**src/rtl/program_counter.sv**
```systemverilog
// Program counter for the single-cycle RV32I core.
// Holds the fetch address and picks the next PC from sequential, branch,
// JAL or JALR targets. A stall holds the PC. A misaligned redirect target
// sends the PC to the trap vector and raises a flag for the control unit.
module program_counter #(
    parameter int unsigned          XLEN         = 32,
    parameter logic [XLEN-1:0]      RESET_VECTOR = 32'h00000000,
    parameter logic [XLEN-1:0]      TRAP_VECTOR  = 32'h00000100
) (
    input  logic            clk,
    input  logic            reset,
    input  logic            stall,
    input  logic            branch_taken,
    input  logic [XLEN-1:0] branch_target,
    input  logic            jal,
    input  logic [XLEN-1:0] jal_target,
    input  logic            jalr,
    input  logic [XLEN-1:0] jalr_base,
    input  logic [XLEN-1:0] jalr_offset,
    output logic [XLEN-1:0] pc_out,
    output logic [XLEN-1:0] pc_plus4,
    output logic            misaligned
);

    // JALR clears bit 0 of its sum, so only bit 1 can make it misaligned.
    localparam logic [XLEN-1:0] JALR_MASK = ~XLEN'(1);

    logic [XLEN-1:0] pc_reg;
    logic [XLEN-1:0] pc_next;
    logic [XLEN-1:0] jalr_sum;
    logic [XLEN-1:0] redirect_target;
    logic            redirect_active;

    assign pc_out   = pc_reg;
    assign pc_plus4 = pc_reg + XLEN'(4);
    assign jalr_sum = jalr_base + jalr_offset;

    // Pick the winning redirect (jalr > jal > branch) and flag misalignment;
    // a stalled cycle never redirects and never reports misalignment.
    always_comb begin
        redirect_active = ~stall & (jalr | jal | branch_taken);
        redirect_target = branch_target;
        misaligned      = 1'b0;
        if (jalr) begin
            redirect_target = jalr_sum & JALR_MASK;
        end else if (jal) begin
            redirect_target = jal_target;
        end
        if (redirect_active) begin
            if (jalr) begin
                misaligned = redirect_target[1];
            end else begin
                misaligned = |redirect_target[1:0];
            end
        end
    end

    // Next-PC selection: hold on stall, trap on a bad target, else redirect or step by 4.
    always_comb begin
        pc_next = pc_plus4;
        if (stall) begin
            pc_next = pc_reg;
        end else if (misaligned) begin
            pc_next = TRAP_VECTOR;
        end else if (redirect_active) begin
            pc_next = redirect_target;
        end
    end

    // PC register; reset loads the reset vector immediately and wins over everything.
    always_ff @(posedge clk or posedge reset) begin
        if (reset) begin
            pc_reg <= RESET_VECTOR;
        end else begin
            pc_reg <= pc_next;
        end
    end

endmodule

```
**config.mk**
```make
export PLATFORM = sky130hd
export DESIGN_NAME = program_counter
export DESIGN_NICKNAME = d
export VERILOG_FILES = /design/src/rtl/program_counter.sv
export SDC_FILE = /design/constraint.sdc
export NUM_CORES = 1
export LEC_CHECK = 0
export ABC_AREA = 0
export BUFFER_PORTS_ARGS = -buffer_cell sky130_fd_sc_hd__buf_2
export CAP_MARGIN = 20
export CELL_PAD_IN_SITES_DETAIL_PLACEMENT = 0
export CELL_PAD_IN_SITES_GLOBAL_PLACEMENT = 1
export CORE_ASPECT_RATIO = 0.7
export CORE_UTILIZATION = 25
export DETAILED_ROUTE_END_ITERATION = 10
export GPL_TIMING_DRIVEN = 1
export PLACE_DENSITY = 0.61
export SLEW_MARGIN = 20
export SYNTH_ARGS = -nofsm -noshare
export SYNTH_HDL_FRONTEND = slang
export SYNTH_SLANG_ARGS = --single-unit
```
**constraint.sdc**
```tcl
create_clock -name clk -period 4.6 [get_ports clk]
set_input_delay 0.46 -clock clk [delete_from_list [all_inputs] [get_ports clk]]
set_output_delay 0.46 -clock clk [all_outputs]
set_load 0.005 [all_outputs]
```
==> reports/metrics.yaml <==
grt:
  grt_util_met3_pct: 1.72
  grt_pass1_vias: 4875
  grt_overflow: 0
  grt_pass1_wl_microns: 27300
  use_met1_pct: 29.4
  grt_start_max_net_pins: 39
  antenna_found_initial: 0
  grt.total_usage_pct: 19.0
  grt_use_met2_pct: 28.1
  grt_busiest_layer: "met1"
sta:
  fin_setup_tns_ps: 0
  setup_viol: 0
  setup_slack_ps: 1310
  fin_crit_sh_pct: 71.6
  fmax_mhz: 304
  hold_violations: 0
  rsz0062_at_grt: "no"
  hold_slack_ps: 285
  finalCriticalPeriod_ps: 3290
  drv_slew: 0
  tightest_slew_ps: 951
  max_slew_margin_pct: 34.9
  finClkSkew_ps: 10.8
clocking:
  cts_hold_buffers: 0
  cts_made_buffers: 5
  cts_tree: "done"
  clock_path_buffers: 2
  htree_levels: 2
  cts_resized: 0
  cts_root_buf: "clkbuf_16"
  clk_latency_ps: 280
  cts_sinks: 32
  post_cts_buffers: 0
  clk_pin_slew_ps: 60
worst_setup_path:
  path_delay_family: "simple AND/OR/NAND/NOR gates"
  cp.arrival_ps: 2830
  slowest_delay_ps: 630
  crit_chain: "nand4_2, nor4_1, and4b_1, and3_2, nand3_1, xnor2_1, buf_2"
  start_kind: "flip-flop"
  worstPathRequired_ps: 4140
  crit_buf_inv: 1
  slowest_stage: "nor4_1"
  crit_type: "flip-flop to output port"
  end_kind: "output port"
  crit_fanout: 8
yosys:
  synthArstFlopShare_pct: 100
  synth_largest_area_cell: "dfrtp_1"
  muxShareOfSynthArea_pct: 5.81
  synth_compound_area_share_pct: 30.3
  synthCells: 572
  synth_xor_area_share_pct: 10.5
  netlist_area_sq_mm: 0.00442
  yosysSeqAreaShare_pct: 18.1
  synth_area_leaders: "dfrtp_1 18%, ha_1 8.8%, xnor2_1 6.9%, a21oi_1 5.8%, mux2i_1 4.5%"
  synth_fa_ha_area_share_pct: 9.24
  syn_area_per_cell_sq_um: 7.72
  yosysWarnings: 0
  yosys.area_share.simple_pct: 20.4
  syn_nets: 738
  synth-edff-count: 0
  synth_top_family_by_area: "compound AO/OA/AOI/OAI gates"
  ys.flop_type: "dfrtp_1"
  synth_top_area_share_pct: 18.1
  ys_ff_latch: 32
  yosysUniqueCellTypes: 74
placed_design:
  place_area_sq_mm: 0.00559
  portBuffers: 198
  post-place-ws_ps: 1300
  gp_congestion: 0.887
  dp_hpwl_microns: 14500
layout:
  largest_register_ffs: 32
  final_common_cell: "buf_2"
  multiInputGateArea_sq_mm: 0.00337
  utilization_pct: 33.3
  fin_area_sq_mm: 0.00574
  fin_nets: 917
  n_antenna_cell: 0
  layout_common_cells: "198 x buf_2, 51 x a21oi_1, 46 x nand2_1"
  syn_to_final_growth_pct: 30.0
  fillers: 1921
  drive_gt1_share_pct: 31.0
  seqCellArea_sq_um: 801
floorplan:
  die_w_microns: 161
  die_area_sq_mm: 0.0182
  ioPinCount: 199
  fp.dieH_microns: 113
  start_util_pct: 25.6
  core_sq_mm: 0.0172
  fp-row-count: 40
power_and_ir_drop:
  irDropWorstVdd_mv: 0.141
  powerDensity_mw_per_mm2: 248
  leakage_nw: 2.81
route:
  drcViolationCount: 0
  drt_iter0_drc: 245
  wl_per_cell_microns: 17.7
  dr.pass1.iters: 4
  via_count: 5016
  ant_nets: 0
  viasPerCell: 5.10
  finalWirelength_microns: 17400
min_path:
  hold_path.class: "primary input to asynchronous set/reset pin"
run_status:
  run_status: "completed"
run:
  drv_cap: 0
## cell type report
class	instances	share of cell area, %
Tap cell	231	5.04
Clock buffer	7	2.49
Inverter	29	1.90
Multi-Input combinational cell	481	58.7
Sequential cell	32	14.0
Clock inverter	1	0.131
Timing Repair Buffer	202	17.8
## per-stage QoR
| stage | power, mW | std cells |
|---|---|---|
| after floorplan | 0.782 | 572 |
| after global routing | 1.52 | 983 |
| after CTS | 1.42 | 983 |
| final | 1.42 | 983 |
| after global placement | 1.07 | 975 |
| after detailed placement | 1.08 | 975 |
## where the power goes
part | switching [mW] | internal (mW) | total (mW)
registers | 0.0878 | 0.326 | 0.414
logic | 0.369 | 0.294 | 0.663
clock network | 0.129 | 0.216 | 0.345
## synth_stat cells (all sizes together), types with 5 or more instances
library cell / count
a31oi: 5
nand2: 46
and3: 7
o21ai: 41
mux2i: 20
nor2b: 8
xor2: 18
a221o: 6
nand3: 19
nor2: 44
a21oi: 52
mux2: 5
buf: 9
dfrtp: 32
a21o: 19
ha: 31
nand4: 14
a221oi: 10
or3: 6
nor4: 5
o21bai: 9
a211oi: 14
xnor2: 35
inv: 29
clkbuf: 21
nor3: 10
## path summary, 6_finish.rpt
path | startpoint | end | slack [ps] | depth (start not counted)
max | pc_out[13]$_DFFE_PP0N_ | pc_plus4[31] | 1310 | 7
min | reset | pc_out[26]$_DFFE_PP0N_ | 280 | 3
max reg2reg | pc_out[13]$_DFFE_PP0N_ | pc_out[31]$_DFFE_PP0N_ | 1720 | 8
min reg2reg | pc_out[0]$_DFFE_PP0P_ | pc_out[0]$_DFFE_PP0P_ | 520 | 1
max in group asynchronous | reset | pc_out[21]$_DFFE_PP0N_ | 3990 | 3
min in group clk | pc_out[0]$_DFFE_PP0P_ | pc_out[0]$_DFFE_PP0P_ | 520 | 1
## cell families (layout without fill, tap and decap cells)
group | Yosys count | in the layout
AO/OA/AOI/OAI | 198 | 198
AND/OR/NAND/NOR | 173 | 173
buffers and inverters | 59 | 239
XOR/XNOR | 53 | 53
adder cells (fa/ha/maj) | 32 | 32
flip-flops | 32 | 32
multiplexers | 25 | 25
## tightest hold or removal path, cell delays in order
cell and delay (ps):
buf_2 100, inv_1 40, buf_4 390
## metal layers
layer  up-vias  routed length, microns  part of all wire (%)
li1       2493                       -                     -
met1      2357                    9160                    53
met2       148                    7160                    41
met4         0                     238                   1.4
met5         -                       0                     0
met3        18                     793                   4.6
Note: power is estimated with default switching activity, not from simulation.
